$ cat config.mk
export PLATFORM = sky130hd
export DESIGN_NAME = sound_ram_dma_flat
export DESIGN_NICKNAME = d
export VERILOG_FILES = /design/src/rtl/sound_ram_dma_if.sv /design/src/rtl/sound_ram_dma.sv /design/src/flat_wrapper.sv
export SDC_FILE = /design/constraint.sdc
export NUM_CORES = 1
export LEC_CHECK = 0
export CORE_MARGIN = 2
export CORE_UTILIZATION = 50
export CTS_CLUSTER_SIZE = 10
export DETAILED_ROUTE_END_ITERATION = 12
export GPL_ROUTABILITY_DRIVEN = 0
export HOLD_SLACK_MARGIN = 0.05
export PLACE_DENSITY = 0.85
export SKIP_CTS_REPAIR_TIMING = 1
export SYNTH_ARGS = -nofsm -noshare
export SYNTH_HDL_FRONTEND = slang
export SYNTH_SLANG_ARGS = --single-unit
$ cat constraint.sdc
create_clock -name clk -period 2.9 [get_ports clk]
set_input_delay 0.435 -clock clk [delete_from_list [all_inputs] [get_ports clk]]
set_output_delay 0.435 -clock clk [all_outputs]
set_load 0.05 [all_outputs]
$ cat src/rtl/sound_ram_dma_if.sv
// Bundle of command, stream and RAM-port signals for the sound RAM DMA engine.
// master: the DMA engine side. slave: the environment (host, stream
// endpoints and RAM).
interface sound_ram_dma_if #(
    parameter int ADDR_W = 11,
    parameter int DATA_W = 8
);
    // command
    logic              start;
    logic [1:0]        cmd;
    logic [ADDR_W-1:0] base_addr;
    logic [ADDR_W:0]   length;
    logic [DATA_W-1:0] fill_value;
    // write-stream source
    logic              in_valid;
    logic [DATA_W-1:0] in_data;
    logic              in_ready;
    // read-stream sink
    logic              out_valid;
    logic [DATA_W-1:0] out_data;
    logic              out_ready;
    // synchronous RAM port
    logic [ADDR_W-1:0] ram_address;
    logic              ram_write;
    logic [DATA_W-1:0] ram_data;
    logic [DATA_W-1:0] ram_q;
    // status
    logic              busy;
    logic              done;

    modport master (
        input  start, cmd, base_addr, length, fill_value,
        input  in_valid, in_data, out_ready, ram_q,
        output in_ready, out_valid, out_data,
        output ram_address, ram_write, ram_data, busy, done
    );

    modport slave (
        output start, cmd, base_addr, length, fill_value,
        output in_valid, in_data, out_ready, ram_q,
        input  in_ready, out_valid, out_data,
        input  ram_address, ram_write, ram_data, busy, done
    );
endinterface

$ cat src/rtl/sound_ram_dma.sv
// Sound RAM DMA engine: fills a RAM region with a constant, streams words
// into RAM, or streams words out of a synchronous (1-cycle latency) RAM.
// Addresses wrap modulo 2^ADDR_W.
module sound_ram_dma #(
    parameter int ADDR_W = 11,
    parameter int DATA_W = 8
) (
    input  logic                 clk,
    input  logic                 reset_n,
    sound_ram_dma_if.master      bus
);

    typedef enum logic [2:0] {
        S_IDLE,
        S_FILL,
        S_WSTR,
        S_RADDR,
        S_RDATA,
        S_FIN
    } state_t;

    localparam logic [ADDR_W-1:0] ADDR_ONE  = ADDR_W'(1);
    localparam logic [ADDR_W:0]   COUNT_ONE = (ADDR_W + 1)'(1);

    state_t            state_q, state_d;
    logic [ADDR_W-1:0] addr_q,  addr_d;
    logic [ADDR_W:0]   count_q, count_d;
    logic [DATA_W-1:0] fill_q,  fill_d;
    logic [DATA_W-1:0] rdat_q,  rdat_d;
    // set once the RAM word of the current RDATA visit has been captured
    logic              held_q,  held_d;

    // State and datapath registers; reset aborts any transfer immediately.
    always_ff @(posedge clk or negedge reset_n) begin
        if (!reset_n) begin
            state_q <= S_IDLE;
            addr_q  <= '0;
            count_q <= '0;
            fill_q  <= '0;
            rdat_q  <= '0;
            held_q  <= 1'b0;
        end else begin
            state_q <= state_d;
            addr_q  <= addr_d;
            count_q <= count_d;
            fill_q  <= fill_d;
            rdat_q  <= rdat_d;
            held_q  <= held_d;
        end
    end

    // Next-state logic: command dispatch, per-beat address/count stepping.
    always_comb begin
        state_d = state_q;
        addr_d  = addr_q;
        count_d = count_q;
        fill_d  = fill_q;
        rdat_d  = rdat_q;
        held_d  = held_q;
        unique case (state_q)
            S_IDLE: begin
                if (bus.start) begin
                    addr_d  = bus.base_addr;
                    count_d = bus.length;
                    fill_d  = bus.fill_value;
                    if (bus.length == '0) begin
                        state_d = S_FIN;
                    end else begin
                        unique case (bus.cmd)
                            2'b00:   state_d = S_FILL;
                            2'b01:   state_d = S_WSTR;
                            2'b10:   state_d = S_RADDR;
                            default: state_d = S_FIN;
                        endcase
                    end
                end
            end
            S_FILL: begin
                addr_d  = addr_q + ADDR_ONE;
                count_d = count_q - COUNT_ONE;
                if (count_q == COUNT_ONE) state_d = S_FIN;
            end
            S_WSTR: begin
                if (bus.in_valid) begin
                    addr_d  = addr_q + ADDR_ONE;
                    count_d = count_q - COUNT_ONE;
                    if (count_q == COUNT_ONE) state_d = S_FIN;
                end
            end
            S_RADDR: begin
                held_d  = 1'b0;
                state_d = S_RDATA;
            end
            S_RDATA: begin
                // ram_q is valid from the first RDATA cycle; freeze it there
                if (!held_q) begin
                    rdat_d = bus.ram_q;
                    held_d = 1'b1;
                end
                if (bus.out_ready) begin
                    addr_d  = addr_q + ADDR_ONE;
                    count_d = count_q - COUNT_ONE;
                    held_d  = 1'b0;
                    state_d = (count_q == COUNT_ONE) ? S_FIN : S_RADDR;
                end
            end
            S_FIN: begin
                state_d = S_IDLE;
            end
            default: begin
                state_d = S_IDLE;
            end
        endcase
    end

    // Outputs decoded from state so reset clears them without a clock edge.
    always_comb begin
        bus.ram_address = addr_q;
        bus.ram_write   = 1'b0;
        bus.ram_data    = '0;
        bus.in_ready    = (state_q == S_WSTR);
        bus.out_valid   = (state_q == S_RDATA);
        bus.busy        = (state_q != S_IDLE);
        bus.done        = (state_q == S_FIN);
        // first RDATA cycle passes ram_q through; later cycles show the capture
        bus.out_data    = (state_q == S_RDATA && !held_q) ? bus.ram_q : rdat_q;
        if (state_q == S_FILL) begin
            bus.ram_write = 1'b1;
            bus.ram_data  = fill_q;
        end else if (state_q == S_WSTR && bus.in_valid) begin
            bus.ram_write = 1'b1;
            bus.ram_data  = bus.in_data;
        end
    end

endmodule

$ cat src/flat_wrapper.sv
// flat-port wrapper written by rule: the top's interface ports become plain ports
module sound_ram_dma_flat 
#(
    parameter int ADDR_W = 11,
    parameter int DATA_W = 8
)
  (clk, reset_n, bus_start, bus_cmd, bus_base_addr, bus_length, bus_fill_value, bus_in_valid, bus_in_data, bus_out_ready, bus_ram_q, bus_in_ready, bus_out_valid, bus_out_data, bus_ram_address, bus_ram_write, bus_ram_data, bus_busy, bus_done);
  sound_ram_dma_if #(.ADDR_W(ADDR_W), .DATA_W(DATA_W)) bus_i ();
  input  logic clk;
  input  logic reset_n;
  input wire logic [$bits(bus_i.start)-1:0] bus_start;
  input wire logic [$bits(bus_i.cmd)-1:0] bus_cmd;
  input wire logic [$bits(bus_i.base_addr)-1:0] bus_base_addr;
  input wire logic [$bits(bus_i.length)-1:0] bus_length;
  input wire logic [$bits(bus_i.fill_value)-1:0] bus_fill_value;
  input wire logic [$bits(bus_i.in_valid)-1:0] bus_in_valid;
  input wire logic [$bits(bus_i.in_data)-1:0] bus_in_data;
  input wire logic [$bits(bus_i.out_ready)-1:0] bus_out_ready;
  input wire logic [$bits(bus_i.ram_q)-1:0] bus_ram_q;
  output wire logic [$bits(bus_i.in_ready)-1:0] bus_in_ready;
  output wire logic [$bits(bus_i.out_valid)-1:0] bus_out_valid;
  output wire logic [$bits(bus_i.out_data)-1:0] bus_out_data;
  output wire logic [$bits(bus_i.ram_address)-1:0] bus_ram_address;
  output wire logic [$bits(bus_i.ram_write)-1:0] bus_ram_write;
  output wire logic [$bits(bus_i.ram_data)-1:0] bus_ram_data;
  output wire logic [$bits(bus_i.busy)-1:0] bus_busy;
  output wire logic [$bits(bus_i.done)-1:0] bus_done;
  assign bus_i.start = bus_start;
  assign bus_i.cmd = bus_cmd;
  assign bus_i.base_addr = bus_base_addr;
  assign bus_i.length = bus_length;
  assign bus_i.fill_value = bus_fill_value;
  assign bus_i.in_valid = bus_in_valid;
  assign bus_i.in_data = bus_in_data;
  assign bus_i.out_ready = bus_out_ready;
  assign bus_i.ram_q = bus_ram_q;
  assign bus_in_ready = bus_i.in_ready;
  assign bus_out_valid = bus_i.out_valid;
  assign bus_out_data = bus_i.out_data;
  assign bus_ram_address = bus_i.ram_address;
  assign bus_ram_write = bus_i.ram_write;
  assign bus_ram_data = bus_i.ram_data;
  assign bus_busy = bus_i.busy;
  assign bus_done = bus_i.done;
  sound_ram_dma #(.ADDR_W(ADDR_W), .DATA_W(DATA_W)) u_core (.clk(clk), .reset_n(reset_n), .bus(bus_i));
endmodule
==> run metrics, run 1 <==
synthesized area=0.00270 sq mm; asr flop ratio synth=100%; syn avg cell area=roughly 10 sq um; CP startpoint=u_core.state_q[0]$_DFFE_PN0P_; sequential-to-total area share from yosys stat=39.8%; Final Setup Violations=0; max cap viols=0; CTS Buffer Depth=2; R2R Setup Slk=650 ps; Clk Latency, worst-skew pair=300 ps; DRT Pass-1 Iters=5; detailed-route via count=approximately 2600; Post-synth EDFFs=0; critical path required time=2470 ps; P_int=roughly 2.4 mW; Worst Tran Pin Value=between 900 and 1000 ps; total CTS buffers=5; RR Endpoint=u_core.bus.ram_address[3]$_DFFE_PN0P_; final critical-path share of the clock period=94.5%; area delta synth->final=35.4%; Post-DP HPWL=about 5.2 mm; setup TNS=0 ps; Final Core Density=around 71%; vias in the first global route=around 2500; H-tree depth=2; synth warn=0; Min-Delay Path Class=in2async; core footprint=about 0.0052 sq mm; Port Buffers=85; Final Critical Period=2740 ps; # diodes=0; # IOs=86; largest net degree at the start of global routing=44; clock sink count=43; fin cells=~430; Root Buffer Master=clkbuf_8; Switch Pwr=2.52 mW; Post-Place Cells=~420; Worst Reg2Reg Path Length in Cells=6; Clock Power Share=between 7 and 8%; count of cell types in the netlist=49; Yosys reg bits=43; final number of max-transition violations=0; part of the power in registers=24.5%; Worst Setup Path Type=reg2out; status=complete, no violations; remaining global-route overflow=0; TritonCTS clock tree=yes; fmax=roughly 360 MHz; CP Launch Type=flip-flop; clk_skew=~7.6 ps; die area=between 0.006 and 0.007 sq mm; reg2reg start=u_core.state_q[1]$_DFFE_PN0P_; worst-path fanout max=9; post-route ant nets=0; Gate power share=around two thirds; Slew Limit Headroom=36.5%; final hold slack=between 200 and 300 ps; Sw Ratio=51.6%; Placement Cell Area=0.00357 sq mm; num rows=26; CP endpoint kind=output port; Die Wd=77.5 um; RSZ-0062 raised after global routing=no; vias per std cell=6.04; Post-Route WL=approximately 7.3 mm; Initial Util=52.2%; endpoints failing hold=0; Synthesized Nets=between 300 and 400; DIE HEIGHT=77.5 um; post-DR wirelength/cell=roughly 17 um; first-pass GRT wire length=between 10 and 15 mm; initial DRC count=~220; VDD IR max=around 0.85 mV; layout cell share with drive strength beyond 1=between 10% and 20%; initial antenna violation count=0; Clk pin slew, worst setup/hold paths=90 ps; Synth Flop Type=dfrtp_1; final instance area=roughly 0.0037 sq mm; Mapped Cells=roughly 280; leakage=1.54 nW; pwr dens=between 1000 and 1500 mW/mm^2; DRC=0; gr usage total=25.0%; Worst Path Arrival=about 2300 ps; nets=414
==> layout make-up <==
cell class / instances / area, sq um
clock buffer: 5 / 68.8
clock inverter: 3 / 20.0
fill: 375 / 1510
inverter: 11 / 41.3
multi-input combinational: 200 / 1470
sequential: 43 / 1080
tap: 70 / 87.6
timing repair buffer: 94 / 893
==> worst max path at each step <==
stage,endpoint,slack (ps),cells after the start
floorplan,bus_in_ready,580,2
global placement,bus_out_data[7],540,4
CTS,bus_out_data[7],140,4
finish,bus_out_data[7],160,4
global route,bus_out_data[2],60,4
detailed placement,bus_out_data[7],490,4
==> power by group through the flow <==
stage	Sequential (mW)	Combinational [mW]	Clock, mW
6_report	1.20	3.30	0.388
3_3_place_gp	1.17	3.21	0
4_1_cts	1.19	3.30	0.398
3_5_place_dp	1.19	3.29	0
2_1_floorplan	1.35	2.23	0
5_1_grt	1.23	3.52	0.417
==> kinds of logic (layout without fill, tap and decap cells) <==
kind of cell    Yosys count  after routing  synth area share (%)
buf+inv                  33            113                  5.69
mux                      38             38                  15.0
xor+xnor                  1              1                 0.324
compound gates           70             70                  19.4
fa+ha+maj                 5              5                  2.31
simple gates             86             86                  17.4
flops                    43             43                  39.8
==> sequential cells by signal, summed over array words and instances (netlist names) <==
register / count
u_core.rdat_q: 8
u_core.bus.ram_address: 11
u_core.held_q: 1
u_core.count_q: 12
u_core.fill_q: 8
u_core.state_q: 3
==> synthesized netlist by cell type (3+ instances only) <==
| cell | count | area, sq um |
|---|---|---|
| o2bb2ai_1 | 13 | 114 |
| mux2i_1 | 20 | 200 |
| or4_1 | 5 | 37.5 |
| a22oi_1 | 12 | 90.1 |
| clkbuf_1 | 11 | 41.3 |
| buf_6 | 3 | 33.8 |
| and3_1 | 7 | 43.8 |
| dfrtp_1 | 43 | 1080 |
| mux2_2 | 17 | 191 |
| inv_1 | 11 | 41.3 |
| buf_2 | 6 | 30.0 |
| nor4_1 | 9 | 56.3 |
| o32ai_1 | 3 | 26.3 |
| ha_1 | 5 | 62.6 |
| nor2_1 | 22 | 82.6 |
| o22ai_1 | 20 | 125 |
| nor3_1 | 15 | 75.1 |
| nand2_1 | 8 | 30.0 |
| a21oi_1 | 5 | 25.0 |
| nand3_1 | 3 | 15.0 |
==> stage by stage <==
step,setup WS (ps),power [mW]
6_report,159,4.89
5_1_grt,58.2,5.17
4_1_cts,143,4.88
3_5_place_dp,494,4.48
3_3_place_gp,545,4.38
2_1_floorplan,576,3.59
==> routing by layer <==
layer  GRT usage (%)  up-vias  part of all wire [%]
li1                -     1208                     -
met1            34.0     1232                    43
met2            41.2      118                    48
met3            4.88       14                   7.7
met4            6.43        0                   1.4
met5               0        -                     0
==> critical path: stages, from the launching register on <==
cell and delay, ps:
dfrtp_1 490, or3b_1 550, nor2_2 370, mux2_2 400
buf_4 200
==> cells in the final DEF, fill, tap and decap left out, types with 9 or more instances in the layout <==
cell,instances
clkdlybuf4s50_1,66
dfrtp_1,43
buf_4,25
nor2_1,22
o22ai_1,20
mux2i_1,20
mux2_2,17
nor3_1,15
o2bb2ai_1,13
a22oi_1,12
inv_1,11
nor4_1,9
Note: power is estimated with default switching activity, not from simulation.
==> run 2: changes to the inputs <==
--- a/config.mk
+++ b/config.mk
@@ -5,6 +5,7 @@
 export SDC_FILE = /design/constraint.sdc
 export NUM_CORES = 1
 export LEC_CHECK = 0
+export CAP_MARGIN = 20
 export CORE_MARGIN = 2
 export CORE_UTILIZATION = 50
 export CTS_CLUSTER_SIZE = 10
==> results of run 2 <==
The final DEF is identical to that of run 1; final timing and power are the same.
